===== src/rtl/fusion_sequencer_if.sv =====
// Bundle of sensor capture, fusion-lane and consumer signals around fusion_sequencer.
// master: the sequencer itself. slave: the filters, lane and consumer around it.
interface fusion_sequencer_if #(
  parameter int unsigned N = 6,
  parameter int unsigned W = 16
);
  logic             s1_valid;
  logic             s1_ready;
  logic [N*W-1:0]   s1_x;
  logic [N*W-1:0]   s1_p;
  logic             s2_valid;
  logic             s2_ready;
  logic [N*W-1:0]   s2_x;
  logic [N*W-1:0]   s2_p;
  logic             lane_valid;
  logic [W-1:0]     lane_p1;
  logic [W-1:0]     lane_p2;
  logic [W-1:0]     lane_x1;
  logic [W-1:0]     lane_x2;
  logic             lane_rvalid;
  logic [W-1:0]     lane_xf;
  logic [2*W-1:0]   lane_pf;
  logic             out_valid;
  logic             out_ready;
  logic [N*W-1:0]   out_x;
  logic [2*N*W-1:0] out_p;
  logic [1:0]       out_src;
  logic             err_unexp;

  modport master (
    input  s1_valid, s1_x, s1_p, s2_valid, s2_x, s2_p,
    input  lane_rvalid, lane_xf, lane_pf, out_ready,
    output s1_ready, s2_ready, lane_valid, lane_p1, lane_p2, lane_x1, lane_x2,
    output out_valid, out_x, out_p, out_src, err_unexp
  );

  modport slave (
    output s1_valid, s1_x, s1_p, s2_valid, s2_x, s2_p,
    output lane_rvalid, lane_xf, lane_pf, out_ready,
    input  s1_ready, s2_ready, lane_valid, lane_p1, lane_p2, lane_x1, lane_x2,
    input  out_valid, out_x, out_p, out_src, err_unexp
  );
endinterface


===== src/rtl/fusion_sequencer.sv =====
// Captures one vector per sensor, streams N diagonal elements through a shared pipelined
// fusion lane, gathers in-order results and presents the fused vector. Falls back to
// single-sensor pass-through when the second sensor goes stale.
module fusion_sequencer #(
  parameter int unsigned N         = 6,
  parameter int unsigned W         = 16,
  parameter int unsigned STALE_CYC = 1000
) (
  input logic               clk,
  input logic               rst_n,
  fusion_sequencer_if.master bus_io
);
  localparam int unsigned     CntW     = $clog2(N + 1);
  localparam int unsigned     StW      = (STALE_CYC > 2) ? $clog2(STALE_CYC) : 1;
  localparam logic [CntW-1:0] NCnt     = CntW'(N);
  localparam logic [StW-1:0]  StaleMax = StW'(STALE_CYC - 1);

  typedef enum logic [1:0] {StCollect, StIssue, StDrain, StOutput} state_e;

  state_e             state_q;
  logic               slot1_q, slot2_q;
  logic [N*W-1:0]     x1_q, p1_q, x2_q, p2_q;
  logic [StW-1:0]     stale_q;
  logic [CntW-1:0]    issue_cnt_q, ret_cnt_q;
  logic [N-1:0]       zmask_q;
  logic               s1_ready_q, s2_ready_q;
  logic               lane_valid_q;
  logic [W-1:0]       lane_p1_q, lane_p2_q, lane_x1_q, lane_x2_q;
  logic               out_valid_q;
  logic [N*W-1:0]     out_x_q;
  logic [2*N*W-1:0]   out_p_q;
  logic [1:0]         out_src_q;
  logic               err_q;

  logic               s1_fire, s2_fire, slot1_nxt, slot2_nxt;
  logic               res_take;
  logic [CntW-1:0]    iss_idx, ret_idx, ret_cnt_nxt;
  logic               iss_zero;
  logic signed [W:0]  sum_p, sum_x;
  logic [W-1:0]       res_x;
  logic [2*W-1:0]     res_p;
  logic [N*W-1:0]     pt_x;
  logic [2*N*W-1:0]   pt_p;

  // Handshakes, element selection, zero-sum detection and result override.
  always_comb begin
    s1_fire     = bus_io.s1_valid & s1_ready_q;
    s2_fire     = bus_io.s2_valid & s2_ready_q;
    slot1_nxt   = slot1_q | s1_fire;
    slot2_nxt   = slot2_q | s2_fire;
    iss_idx     = (issue_cnt_q < NCnt) ? issue_cnt_q : '0;
    ret_idx     = (ret_cnt_q < NCnt) ? ret_cnt_q : '0;
    // A result is only legal while a previously issued element is still outstanding.
    res_take    = bus_io.lane_rvalid && ((state_q == StIssue) || (state_q == StDrain)) &&
                  (ret_cnt_q < issue_cnt_q);
    ret_cnt_nxt = ret_cnt_q + CntW'(res_take);
    sum_p       = {p1_q[W*iss_idx+W-1], p1_q[W*iss_idx +: W]} +
                  {p2_q[W*iss_idx+W-1], p2_q[W*iss_idx +: W]};
    iss_zero    = (sum_p == '0);
    // Zero covariance sum would divide by zero in the lane: use the plain mean instead.
    sum_x       = {x1_q[W*ret_idx+W-1], x1_q[W*ret_idx +: W]} +
                  {x2_q[W*ret_idx+W-1], x2_q[W*ret_idx +: W]};
    res_x       = zmask_q[ret_idx] ? sum_x[W:1] : bus_io.lane_xf;
    res_p       = zmask_q[ret_idx] ? '0 : bus_io.lane_pf;
    pt_x        = slot1_q ? x1_q : x2_q;
    pt_p        = '0;
    for (int i = 0; i < N; i++) begin
      pt_p[2*W*i +: 2*W] = slot1_q ? {{W{p1_q[W*i+W-1]}}, p1_q[W*i +: W]}
                                   : {{W{p2_q[W*i+W-1]}}, p2_q[W*i +: W]};
    end
  end

  // Sequencer FSM with all outputs registered.
  always_ff @(posedge clk or negedge rst_n) begin
    if (!rst_n) begin
      state_q      <= StCollect;
      slot1_q      <= 1'b0;
      slot2_q      <= 1'b0;
      x1_q         <= '0;
      p1_q         <= '0;
      x2_q         <= '0;
      p2_q         <= '0;
      stale_q      <= '0;
      issue_cnt_q  <= '0;
      ret_cnt_q    <= '0;
      zmask_q      <= '0;
      s1_ready_q   <= 1'b0;
      s2_ready_q   <= 1'b0;
      lane_valid_q <= 1'b0;
      lane_p1_q    <= '0;
      lane_p2_q    <= '0;
      lane_x1_q    <= '0;
      lane_x2_q    <= '0;
      out_valid_q  <= 1'b0;
      out_x_q      <= '0;
      out_p_q      <= '0;
      out_src_q    <= '0;
      err_q        <= 1'b0;
    end else begin
      if (bus_io.lane_rvalid && !res_take) err_q <= 1'b1;
      if (res_take) begin
        ret_cnt_q                     <= ret_cnt_nxt;
        out_x_q[W*ret_idx +: W]       <= res_x;
        out_p_q[2*W*ret_idx +: 2*W]   <= res_p;
      end
      unique case (state_q)
        StCollect: begin
          if (s1_fire) begin
            x1_q    <= bus_io.s1_x;
            p1_q    <= bus_io.s1_p;
            slot1_q <= 1'b1;
          end
          if (s2_fire) begin
            x2_q    <= bus_io.s2_x;
            p2_q    <= bus_io.s2_p;
            slot2_q <= 1'b1;
          end
          if (slot1_nxt && slot2_nxt) begin
            // Capture wins over timeout.
            state_q     <= StIssue;
            issue_cnt_q <= '0;
            ret_cnt_q   <= '0;
            s1_ready_q  <= 1'b0;
            s2_ready_q  <= 1'b0;
          end else if (slot1_q ^ slot2_q) begin
            if (stale_q == StaleMax) begin
              state_q     <= StOutput;
              out_valid_q <= 1'b1;
              out_x_q     <= pt_x;
              out_p_q     <= pt_p;
              out_src_q   <= slot1_q ? 2'b01 : 2'b10;
              s1_ready_q  <= 1'b0;
              s2_ready_q  <= 1'b0;
            end else begin
              stale_q    <= stale_q + 1'b1;
              s1_ready_q <= !slot1_nxt;
              s2_ready_q <= !slot2_nxt;
            end
          end else begin
            // Nothing held yet, or the first slot fills on this edge.
            stale_q    <= '0;
            s1_ready_q <= !slot1_nxt;
            s2_ready_q <= !slot2_nxt;
          end
        end
        StIssue: begin
          if (issue_cnt_q != NCnt) begin
            lane_valid_q     <= 1'b1;
            lane_p1_q        <= p1_q[W*iss_idx +: W];
            lane_p2_q        <= p2_q[W*iss_idx +: W];
            lane_x1_q        <= x1_q[W*iss_idx +: W];
            lane_x2_q        <= x2_q[W*iss_idx +: W];
            zmask_q[iss_idx] <= iss_zero;
            issue_cnt_q      <= issue_cnt_q + 1'b1;
          end else begin
            lane_valid_q <= 1'b0;
            if (ret_cnt_nxt == NCnt) begin
              state_q     <= StOutput;
              out_valid_q <= 1'b1;
              out_src_q   <= 2'b11;
            end else begin
              state_q <= StDrain;
            end
          end
        end
        StDrain: begin
          if (ret_cnt_nxt == NCnt) begin
            state_q     <= StOutput;
            out_valid_q <= 1'b1;
            out_src_q   <= 2'b11;
          end
        end
        StOutput: begin
          if (bus_io.out_ready) begin
            state_q     <= StCollect;
            out_valid_q <= 1'b0;
            slot1_q     <= 1'b0;
            slot2_q     <= 1'b0;
            stale_q     <= '0;
            issue_cnt_q <= '0;
            ret_cnt_q   <= '0;
            s1_ready_q  <= 1'b1;
            s2_ready_q  <= 1'b1;
          end
        end
        default: state_q <= StCollect;
      endcase
    end
  end

  assign bus_io.s1_ready   = s1_ready_q;
  assign bus_io.s2_ready   = s2_ready_q;
  assign bus_io.lane_valid = lane_valid_q;
  assign bus_io.lane_p1    = lane_p1_q;
  assign bus_io.lane_p2    = lane_p2_q;
  assign bus_io.lane_x1    = lane_x1_q;
  assign bus_io.lane_x2    = lane_x2_q;
  assign bus_io.out_valid  = out_valid_q;
  assign bus_io.out_x      = out_x_q;
  assign bus_io.out_p      = out_p_q;
  assign bus_io.out_src    = out_src_q;
  assign bus_io.err_unexp  = err_q;
endmodule


===== src/flat_wrapper.sv =====
// flat-port wrapper written by rule: the top's interface ports become plain ports
module fusion_sequencer_flat 
#(
  parameter int unsigned N         = 6,
  parameter int unsigned W         = 16,
  parameter int unsigned STALE_CYC = 1000
)
  (clk, rst_n, bus_io_s1_valid, bus_io_s1_x, bus_io_s1_p, bus_io_s2_valid, bus_io_s2_x, bus_io_s2_p, bus_io_lane_rvalid, bus_io_lane_xf, bus_io_lane_pf, bus_io_out_ready, bus_io_s1_ready, bus_io_s2_ready, bus_io_lane_valid, bus_io_lane_p1, bus_io_lane_p2, bus_io_lane_x1, bus_io_lane_x2, bus_io_out_valid, bus_io_out_x, bus_io_out_p, bus_io_out_src, bus_io_err_unexp);
  fusion_sequencer_if #(.N(N), .W(W)) bus_io_i ();
  input logic clk;
  input logic rst_n;
  input wire logic [$bits(bus_io_i.s1_valid)-1:0] bus_io_s1_valid;
  input wire logic [$bits(bus_io_i.s1_x)-1:0] bus_io_s1_x;
  input wire logic [$bits(bus_io_i.s1_p)-1:0] bus_io_s1_p;
  input wire logic [$bits(bus_io_i.s2_valid)-1:0] bus_io_s2_valid;
  input wire logic [$bits(bus_io_i.s2_x)-1:0] bus_io_s2_x;
  input wire logic [$bits(bus_io_i.s2_p)-1:0] bus_io_s2_p;
  input wire logic [$bits(bus_io_i.lane_rvalid)-1:0] bus_io_lane_rvalid;
  input wire logic [$bits(bus_io_i.lane_xf)-1:0] bus_io_lane_xf;
  input wire logic [$bits(bus_io_i.lane_pf)-1:0] bus_io_lane_pf;
  input wire logic [$bits(bus_io_i.out_ready)-1:0] bus_io_out_ready;
  output wire logic [$bits(bus_io_i.s1_ready)-1:0] bus_io_s1_ready;
  output wire logic [$bits(bus_io_i.s2_ready)-1:0] bus_io_s2_ready;
  output wire logic [$bits(bus_io_i.lane_valid)-1:0] bus_io_lane_valid;
  output wire logic [$bits(bus_io_i.lane_p1)-1:0] bus_io_lane_p1;
  output wire logic [$bits(bus_io_i.lane_p2)-1:0] bus_io_lane_p2;
  output wire logic [$bits(bus_io_i.lane_x1)-1:0] bus_io_lane_x1;
  output wire logic [$bits(bus_io_i.lane_x2)-1:0] bus_io_lane_x2;
  output wire logic [$bits(bus_io_i.out_valid)-1:0] bus_io_out_valid;
  output wire logic [$bits(bus_io_i.out_x)-1:0] bus_io_out_x;
  output wire logic [$bits(bus_io_i.out_p)-1:0] bus_io_out_p;
  output wire logic [$bits(bus_io_i.out_src)-1:0] bus_io_out_src;
  output wire logic [$bits(bus_io_i.err_unexp)-1:0] bus_io_err_unexp;
  assign bus_io_i.s1_valid = bus_io_s1_valid;
  assign bus_io_i.s1_x = bus_io_s1_x;
  assign bus_io_i.s1_p = bus_io_s1_p;
  assign bus_io_i.s2_valid = bus_io_s2_valid;
  assign bus_io_i.s2_x = bus_io_s2_x;
  assign bus_io_i.s2_p = bus_io_s2_p;
  assign bus_io_i.lane_rvalid = bus_io_lane_rvalid;
  assign bus_io_i.lane_xf = bus_io_lane_xf;
  assign bus_io_i.lane_pf = bus_io_lane_pf;
  assign bus_io_i.out_ready = bus_io_out_ready;
  assign bus_io_s1_ready = bus_io_i.s1_ready;
  assign bus_io_s2_ready = bus_io_i.s2_ready;
  assign bus_io_lane_valid = bus_io_i.lane_valid;
  assign bus_io_lane_p1 = bus_io_i.lane_p1;
  assign bus_io_lane_p2 = bus_io_i.lane_p2;
  assign bus_io_lane_x1 = bus_io_i.lane_x1;
  assign bus_io_lane_x2 = bus_io_i.lane_x2;
  assign bus_io_out_valid = bus_io_i.out_valid;
  assign bus_io_out_x = bus_io_i.out_x;
  assign bus_io_out_p = bus_io_i.out_p;
  assign bus_io_out_src = bus_io_i.out_src;
  assign bus_io_err_unexp = bus_io_i.err_unexp;
  fusion_sequencer #(.N(N), .W(W), .STALE_CYC(STALE_CYC)) u_core (.clk(clk), .rst_n(rst_n), .bus_io(bus_io_i));
endmodule

===== config.mk =====
export PLATFORM = sky130hd
export DESIGN_NAME = fusion_sequencer_flat
export DESIGN_NICKNAME = d
export VERILOG_FILES = /design/src/rtl/fusion_sequencer_if.sv /design/src/rtl/fusion_sequencer.sv /design/src/flat_wrapper.sv
export SDC_FILE = /design/constraint.sdc
export NUM_CORES = 2
export LEC_CHECK = 0
export BUFFER_PORTS_ARGS = -buffer_cell sky130_fd_sc_hd__buf_2
export CAP_MARGIN = 25
export CORE_AREA = 10 10 300 302
export CTS_BUF_LIST = sky130_fd_sc_hd__clkbuf_4
export DETAILED_ROUTE_END_ITERATION = 8
export DIE_AREA = 0 0 310 312
export GPL_TIMING_DRIVEN = 0
export PLACE_DENSITY = 0.7
export SETUP_SLACK_MARGIN = 0.5
export SYNTH_ARGS = -nofsm -noshare
export SYNTH_HDL_FRONTEND = slang
export SYNTH_SLANG_ARGS = --single-unit

===== constraint.sdc =====
create_clock -name clk -period 5.7 [get_ports clk]
set_input_delay 0.57 -clock clk [delete_from_list [all_inputs] [get_ports clk]]
set_output_delay 0.57 -clock clk [all_outputs]
set_load 0.02 [all_outputs]

After elaboration in Yosys (flattened, before gate mapping)
Index checks and enable logic that the tools add are counted.
{"block": "classes", "addsub": 11, "multipliers": 0, "div_mod_pow": 0, "order_cmp": 8, "n_eq_ne": 19, "n_shift": 10, "mux": 85, "n_bitwise": 5, "reduce_logical": 25}
{"operator": "2-to-1 mux 192 bit", "count": 5}
{"operator": "2-to-1 mux 96 bit", "count": 6}
{"operator": "indexed part select 96 x 8 -> 16 bit", "count": 6}
{"operator": "2-to-1 mux 32 bit", "count": 7}
{"operator": "bitwise mux 192 bit", "count": 1}
{"operator": "variable shift 32 x 34 -> 192 bit, first input constant", "count": 1}
{"operator": "indexed part select 32 x 34 -> 192 bit", "count": 1}
{"operator": "bitwise mux 96 bit", "count": 1}
{"operator": "variable shift 16 x 34 -> 96 bit, first input constant", "count": 1}
{"operator": "indexed part select 16 x 34 -> 96 bit", "count": 1}
{"operator": "< comparator 32 x 8 -> 1 bit, second input constant", "count": 2}
{"operator": "subtractor 32 x 1 -> 32 bit, second input constant", "count": 2}
{"operator": "2-to-1 mux 10 bit", "count": 4}
{"operator": "adder 17 bit", "count": 2}
{"operator": "negation 7 -> 34 bit", "count": 1}
{"operator": "negation 8 -> 34 bit", "count": 1}
{"operator": "binary-select mux 1 bit (select 7 bit)", "count": 4}
{"operator": "2-to-1 mux 2 bit", "count": 12}
{"operator": "2-to-1 mux 3 bit", "count": 8}
{"operator": "2-to-1 mux 1 bit", "count": 23}
{"operator": "case mux 10 bit (2 select lines)", "count": 1}
{"operator": "zero test 17 bit", "count": 1}
{"operator": "adder 7 x 5 -> 8 bit, second input constant", "count": 2}
{"operator": "2-to-1 mux 16 bit", "count": 1}
{"operator": "other kinds (37)", "count": 69}
{"block": "word_totals", "register_bits": 769, "latch_bits": 0, "ram_bits": 0, "rom_bits": 0, "mem_count": 0}

Longest topological paths before layout
{"block": "depth", "word_depth": 15, "mapped_depth": 18, "mapped_depth_nobuf": 16}

Least setup slack after synthesis
No wires, ideal clock.
{"block": "synth_path", "kind": "register to register", "start": "register u_core.issue_cnt_q[2]", "end": "register u_core.zmask_q[4]", "t_arrival_ns": 4.637, "slack_ns": 0.997, "path_stages_with_launch": 19, "n_path_buf": 2, "period_less_slack_ns": 4.703, "cell_sequence": "dfrtp_1 > inv_1 > ha_1 > clkbuf_1 > buf_1 > mux4_2 > nand2_1 > o21ai_0 > ha_1 > inv_1 > fa_1 > nor2b_1 > o31a_1 > o311a_1 > nor2_1 > o2111ai_1 > a2111o_1 > nor4_2 > a22o_1"}
{"block": "synth_between", "elab_chain_cells": 9, "word_cells_on_any_way": 20}
{"element": "start, declared", "line_no": "fusion_sequencer.sv:24", "text": "logic [CntW-1:0] issue_cnt_q, ret_cnt_q;"}
{"element": "start signal, assigned", "line_no": "fusion_sequencer.sv:154", "text": "issue_cnt_q <= issue_cnt_q + 1'b1;"}
{"element": "< comparator 3 bit", "line_no": "fusion_sequencer.sv:51", "text": "iss_idx = (issue_cnt_q < NCnt) ? issue_cnt_q : '0;"}
{"element": "2-to-1 mux 3 bit", "line_no": "fusion_sequencer.sv:51"}
{"element": "adder 7 x 5 -> 8 bit", "line_no": "fusion_sequencer.sv:57, fusion_sequencer.sv:58"}
{"element": "subtractor 32 x 1 -> 32 bit", "line_no": "fusion_sequencer.sv:57, fusion_sequencer.sv:58"}
{"element": "binary-select mux 1 bit (select 7 bit) (on tied branches)", "line_no": "fusion_sequencer.sv:57, fusion_sequencer.sv:58"}
{"element": "2-to-1 mux 1 bit (on tied branches)", "line_no": "fusion_sequencer.sv:57, fusion_sequencer.sv:58"}
{"element": "adder 17 bit", "line_no": "fusion_sequencer.sv:57", "text": "sum_p = {p1_q[W*iss_idx+W-1], p1_q[W*iss_idx +: W]} +"}
{"element": "zero test 17 bit", "line_no": "fusion_sequencer.sv:59", "text": "iss_zero = (sum_p == '0);"}
{"element": "bitwise mux 6 bit", "line_no": "fusion_sequencer.sv:153", "text": "zmask_q[iss_idx] <= iss_zero;"}
{"element": "end signal, assigned by index", "line_no": "fusion_sequencer.sv:153"}
{"element": "end, declared", "line_no": "fusion_sequencer.sv:25", "text": "logic [N-1:0] zmask_q;"}
Parallel ways exist; a longest one is shown, timed or not. The select of a mux whose other input is x is not followed.
A chain may end at the register's enable or synchronous reset.

Worst setup path after layout
{"block": "layout_path", "start": "register u_core.ret_cnt_q[1]", "end": "register u_core.out_x_q[62] (netlist: u_core.bus_io.out_x[62])"}
{"block": "layout_between", "elab_chain_cells": 15, "word_cells_on_any_way": 25}
{"element": "start, declared", "line_no": "fusion_sequencer.sv:24"}
{"element": "start signal, assigned", "line_no": "fusion_sequencer.sv:102", "text": "ret_cnt_q <= ret_cnt_nxt;"}
{"element": "< comparator 3 bit", "line_no": "fusion_sequencer.sv:52", "text": "ret_idx = (ret_cnt_q < NCnt) ? ret_cnt_q : '0;"}
{"element": "2-to-1 mux 3 bit", "line_no": "fusion_sequencer.sv:52"}
{"element": "adder 7 x 5 -> 8 bit", "line_no": "fusion_sequencer.sv:61, fusion_sequencer.sv:62"}
{"element": "subtractor 32 x 1 -> 32 bit", "line_no": "fusion_sequencer.sv:61, fusion_sequencer.sv:62"}
{"element": "binary-select mux 1 bit (select 7 bit) (on tied branches)", "line_no": "fusion_sequencer.sv:61, fusion_sequencer.sv:62"}
{"element": "2-to-1 mux 1 bit (on tied branches)", "line_no": "fusion_sequencer.sv:61, fusion_sequencer.sv:62"}
{"element": "adder 17 bit", "line_no": "fusion_sequencer.sv:61", "text": "sum_x = {x1_q[W*ret_idx+W-1], x1_q[W*ret_idx +: W]} +"}
{"element": "2-to-1 mux 16 bit", "line_no": "fusion_sequencer.sv:63", "text": "res_x = zmask_q[ret_idx] ? sum_x[W:1] : bus_io.lane_xf;"}
{"element": "indexed part select 16 x 34 -> 96 bit", "line_no": "fusion_sequencer.sv:103", "text": "out_x_q[W*ret_idx +: W] <= res_x;"}
{"element": "bitwise mux 96 bit", "line_no": "fusion_sequencer.sv:103"}
{"element": "2-to-1 mux 96 bit (*)", "line_no": "fusion_sequencer.sv:101", "text": "if (res_take) begin"}
{"element": "2-to-1 mux 96 bit", "line_no": "fusion_sequencer.sv:126", "text": "if (stale_q == StaleMax) begin"}
{"element": "2-to-1 mux 96 bit", "line_no": "fusion_sequencer.sv:125", "text": "end else if (slot1_q ^ slot2_q) begin"}
{"element": "2-to-1 mux 96 bit", "line_no": "fusion_sequencer.sv:118", "text": "if (slot1_nxt && slot2_nxt) begin"}
{"element": "2-to-1 mux 96 bit (*)", "line_no": "fusion_sequencer.sv:106", "text": "unique case (state_q)"}
{"element": "end signal, assigned by index", "line_no": "fusion_sequencer.sv:103"}
{"element": "end signal, assigned", "line_no": "fusion_sequencer.sv:129", "text": "out_x_q <= pt_x;"}
{"element": "end, declared", "line_no": "fusion_sequencer.sv:30", "text": "logic [N*W-1:0] out_x_q;"}
Every way passes the cells marked *; elsewhere a longest branch is shown, timed or not. The select of a mux whose other input is x is not followed.

==> reports/results.txt <==
Grt peak-use layer -> met2
First-pass GRT wire length -> 302000 um
Worst Min Path Start -> bus_io_lane_xf[8]
Clock Skew -> 0.116 ns
Vias -> 40912
Internal -> 15.6 mW
# port buffers -> 796
Clock network power share -> 0.181
Max Cap Viol -> 0
Status -> finished with violations
Gr ovfl total -> 0
Row count -> 107
Syn_nets -> 4046
DP Worst Slack -> -0.813 ns
Die Width -> 310 um
Die area -> 96700 um2
Layout cells sized above 1 -> 0.337
Synthesis-to-layout area growth -> 33.9%
Pin count of the biggest net entering global routing -> 120
DP HPWL -> 161000 um
CTS tree -> built
Most frequent cells in the layout -> buf_2, dfrtp_1, dlygate4sd3_1
Worst vdd ir -> 0.329 mV
Comb pwr share -> 0.470
Avg WL per Cell -> 34.4 um
Final worst path period need -> 5.14 ns
Ys Warns -> 0
Drt drc -> 0
ANT nets after route -> 0
Ys async rst share -> 1.00
Crit path top cell by count -> a21o_1
CP max FO -> 11
Critical Path Start Type -> register
Fillers -> 6886
Area leader, netlist -> dfrtp_1
Reg-to-reg slack, setup -> 0.56 ns
Die Height -> 312 um
Critical Path End Type -> register
Power per Cell Area -> 545 nW/um2
Synthesized area -> 39200 um2
Final Cell Area -> 52500 um2
Initial antenna violation count -> 27
Yosys reg bits -> 769
Met2 usage -> 0.645
Critical Path, Cell by Cell -> ha_1 > nand2b_2 > inv_4 > buf_6 > clkdlybuf4s15_2 > mux2i_1 > o21ai_0 > ha_1 > a21o_1 > a21o_1 > a21o_1 > or4_1 > o211ai_1 > a211oi_4 > buf_12 > a221oi_1 > a21oi_1
Initial Util -> 0.465
PnR worst setup slack -> 0.558 ns
Leak -> 25.0 nW
Layout Nets -> 5527
Worst hold slack -> -0.0198 ns
Met1 usage -> 0.516
CTS sink count -> 769
Final core utilization -> 0.623
Worst Setup SP -> u_core.ret_cnt_q[1]
Clock Path Buffers -> 3
Total Routed Length -> 217000 um
Clock Pin Slew Worst Setup and Hold Paths -> 0.07 ns
Clock Latency Late Sink -> 1.22 ns
Max-slew violation count -> 0
Pre-Repair DR Iteration Count -> 8
RSZ-0062 raised after global routing -> false
Worst path slowest cell -> mux2i_1
Final cycle utilization of the critical path -> 0.902
Cells after Synth -> 3553
RR Startpoint -> u_core.ret_cnt_q[1]
Post-synth EDFFs -> 0
Root buffer cell -> clkbuf_4
Routability cong. -> 1.06
Register area share after synthesis -> 0.490
DP Area -> 45100 um2
Via density -> 6.50
Slew margin rel. -> 0.152
DRT iter0 DRCs -> 6181
H-tree depth -> 4
Ranking of synthesized cells by area -> dfrtp_1, mux2_2, mux4_2
Syn_area_per_cell -> 11.0 um2
Core area -> 84300 um2
Psw -> 13.0 mW
Commonest non-fill, non-tap cell in the layout -> buf_2
Pwr Total -> 28.6 mW
GRT Util Overall -> 0.438
Fmax -> 0.194 GHz
Met3 Use GR -> 0.169
Worst Path Required -> 6.72 ns
Post-synth cell types -> 78
Proportion of netlist area held by the largest area contributor -> 0.490
CP Class -> reg2reg
Top_reg_cell synth -> dfrtp_1
Final setup vio count -> 0
Max stage delay on crit path -> 0.55 ns
Final Hold Fails -> 4
Worst path arrival time -> 6.16 ns
Failing checks -> negative hold slack
Num ports -> 797
Vias in the first global route -> 40955
Hold Path Class -> in2reg
Sw Ratio -> 0.454
Worst-margin pin slew -> 1.27 ns
Seq pwr share -> 0.349
CTS Buf Count -> 211
==> through the flow <==
stage,TNS (ns),std cells
CTS,0,6262
floorplan,0,3553
global placement,-9779.31,5439
global route,0,6294
detailed placement,-16.57,5466
finish,0,6298
==> synth_stat cells (10+ instances only) <==
library cell and count:
a211oi_1 86, a21o_1 10, a21oi_1 310, a221oi_1 70, a2bb2oi_1 19, a31oi_1 47, a32oi_1 17, and2_1 10
buf_1 39, buf_2 17, clkbuf_1 216, dfrtp_1 769, ha_1 53, inv_1 30, mux2_2 388, mux2i_1 215
mux4_2 97, nand2_1 407, nand2b_1 10, nand3_1 60, nor2_1 133, nor2b_1 40, nor3_1 47, o211ai_1 13
o21a_1 11, o21ai_0 240, o22ai_1 18, or3_1 11, xnor2_1 20
==> per-layer routing <==
metal,vias up,part of all wire,wire length [um]
met3,1000,0.14,29300
met5,-,0.00050,108
met2,3666,0.43,93700
met1,20017,0.34,74500
li1,16213,-,-
met4,16,0.089,19200
==> final cells by class <==
| cell class | instances | area (um2) | share of cell area |
|---|---|---|---|
| inverter | 34 | 130 | 0.00248 |
| buffer | 275 | 1160 | 0.0221 |
| clock buffer | 294 | 2210 | 0.0420 |
| sequential | 769 | 19200 | 0.366 |
| clock inverter | 69 | 400 | 0.00762 |
| tap | 1090 | 1360 | 0.0260 |
| timing repair buffer | 1268 | 8970 | 0.171 |
| antenna | 24 | 60.1 | 0.00114 |
| multi-input combinational | 2475 | 19000 | 0.362 |
==> registers in the layout (all words and copies together), names as in the netlist, 2 cells and up <==
register and flops:
u_core.p2_q 96, u_core.issue_cnt_q 3, u_core.state_q 2, u_core.x1_q 96, u_core.bus_io.lane_x1 16, u_core.p1_q 96, u_core.bus_io.lane_x2 16, u_core.bus_io.lane_p1 16
u_core.bus_io.out_src 2, u_core.zmask_q 6, u_core.bus_io.lane_p2 16, u_core.bus_io.out_x 96, u_core.ret_cnt_q 3, u_core.bus_io.out_p 192, u_core.stale_q 10, u_core.x2_q 96
==> power groups by stage <==
stage	Sequential (mW)	Combinational [mW]	Clock (mW)
after floorplan	9.67	7.09	0
after global placement	9.73	12.1	0
after detailed placement	9.82	12.3	0
after CTS	9.74	12.7	5.10
after global routing	10.0	14.1	5.42
final	10.0	13.4	5.17
==> path summary, 6_finish.rpt <==
check / cells past startpoint / to
max: 17 / u_core.bus_io.out_x[62]
min: 5 / u_core.bus_io.out_x[72]
max reg2reg: 17 / u_core.bus_io.out_x[62]
min reg2reg: 2 / u_core.bus_io.lane_p2[2]
max in group asynchronous: 6 / u_core.x2_q[37]
min in group asynchronous: 4 / u_core.bus_io.out_p[160]
==> worst max-delay path, delay by kind of cell, from the launching register on <==
kind | cells | cell delay (ns)
multiplexers | 1 | 0.55
AO/OA/AOI/OAI | 8 | 1.34
buffers and inverters | 4 | 1.18
AND/OR/NAND/NOR | 2 | 0.81
adder cells (fa/ha/maj) | 2 | 0.65
flip-flops | 1 | 0.48
==> kinds of logic after synthesis <==
family	synth area share
adders and majority gates	0.0179
muxes	0.222
DFF	0.490
buffers and inverters	0.0304
and+or+nand+nor	0.0871
AOI/OAI and AO/OA	0.147
xor gates and xnor gates	0.00580
==> timing repair <==
action,CTS,global route
pin swaps,3,10
hold buffers,428,0
hold endpoints to repair,867,0
resized for setup,64,56
setup endpoints to repair,153,63
buffers inserted,5,3
Power figures use the tool's default switching activity.
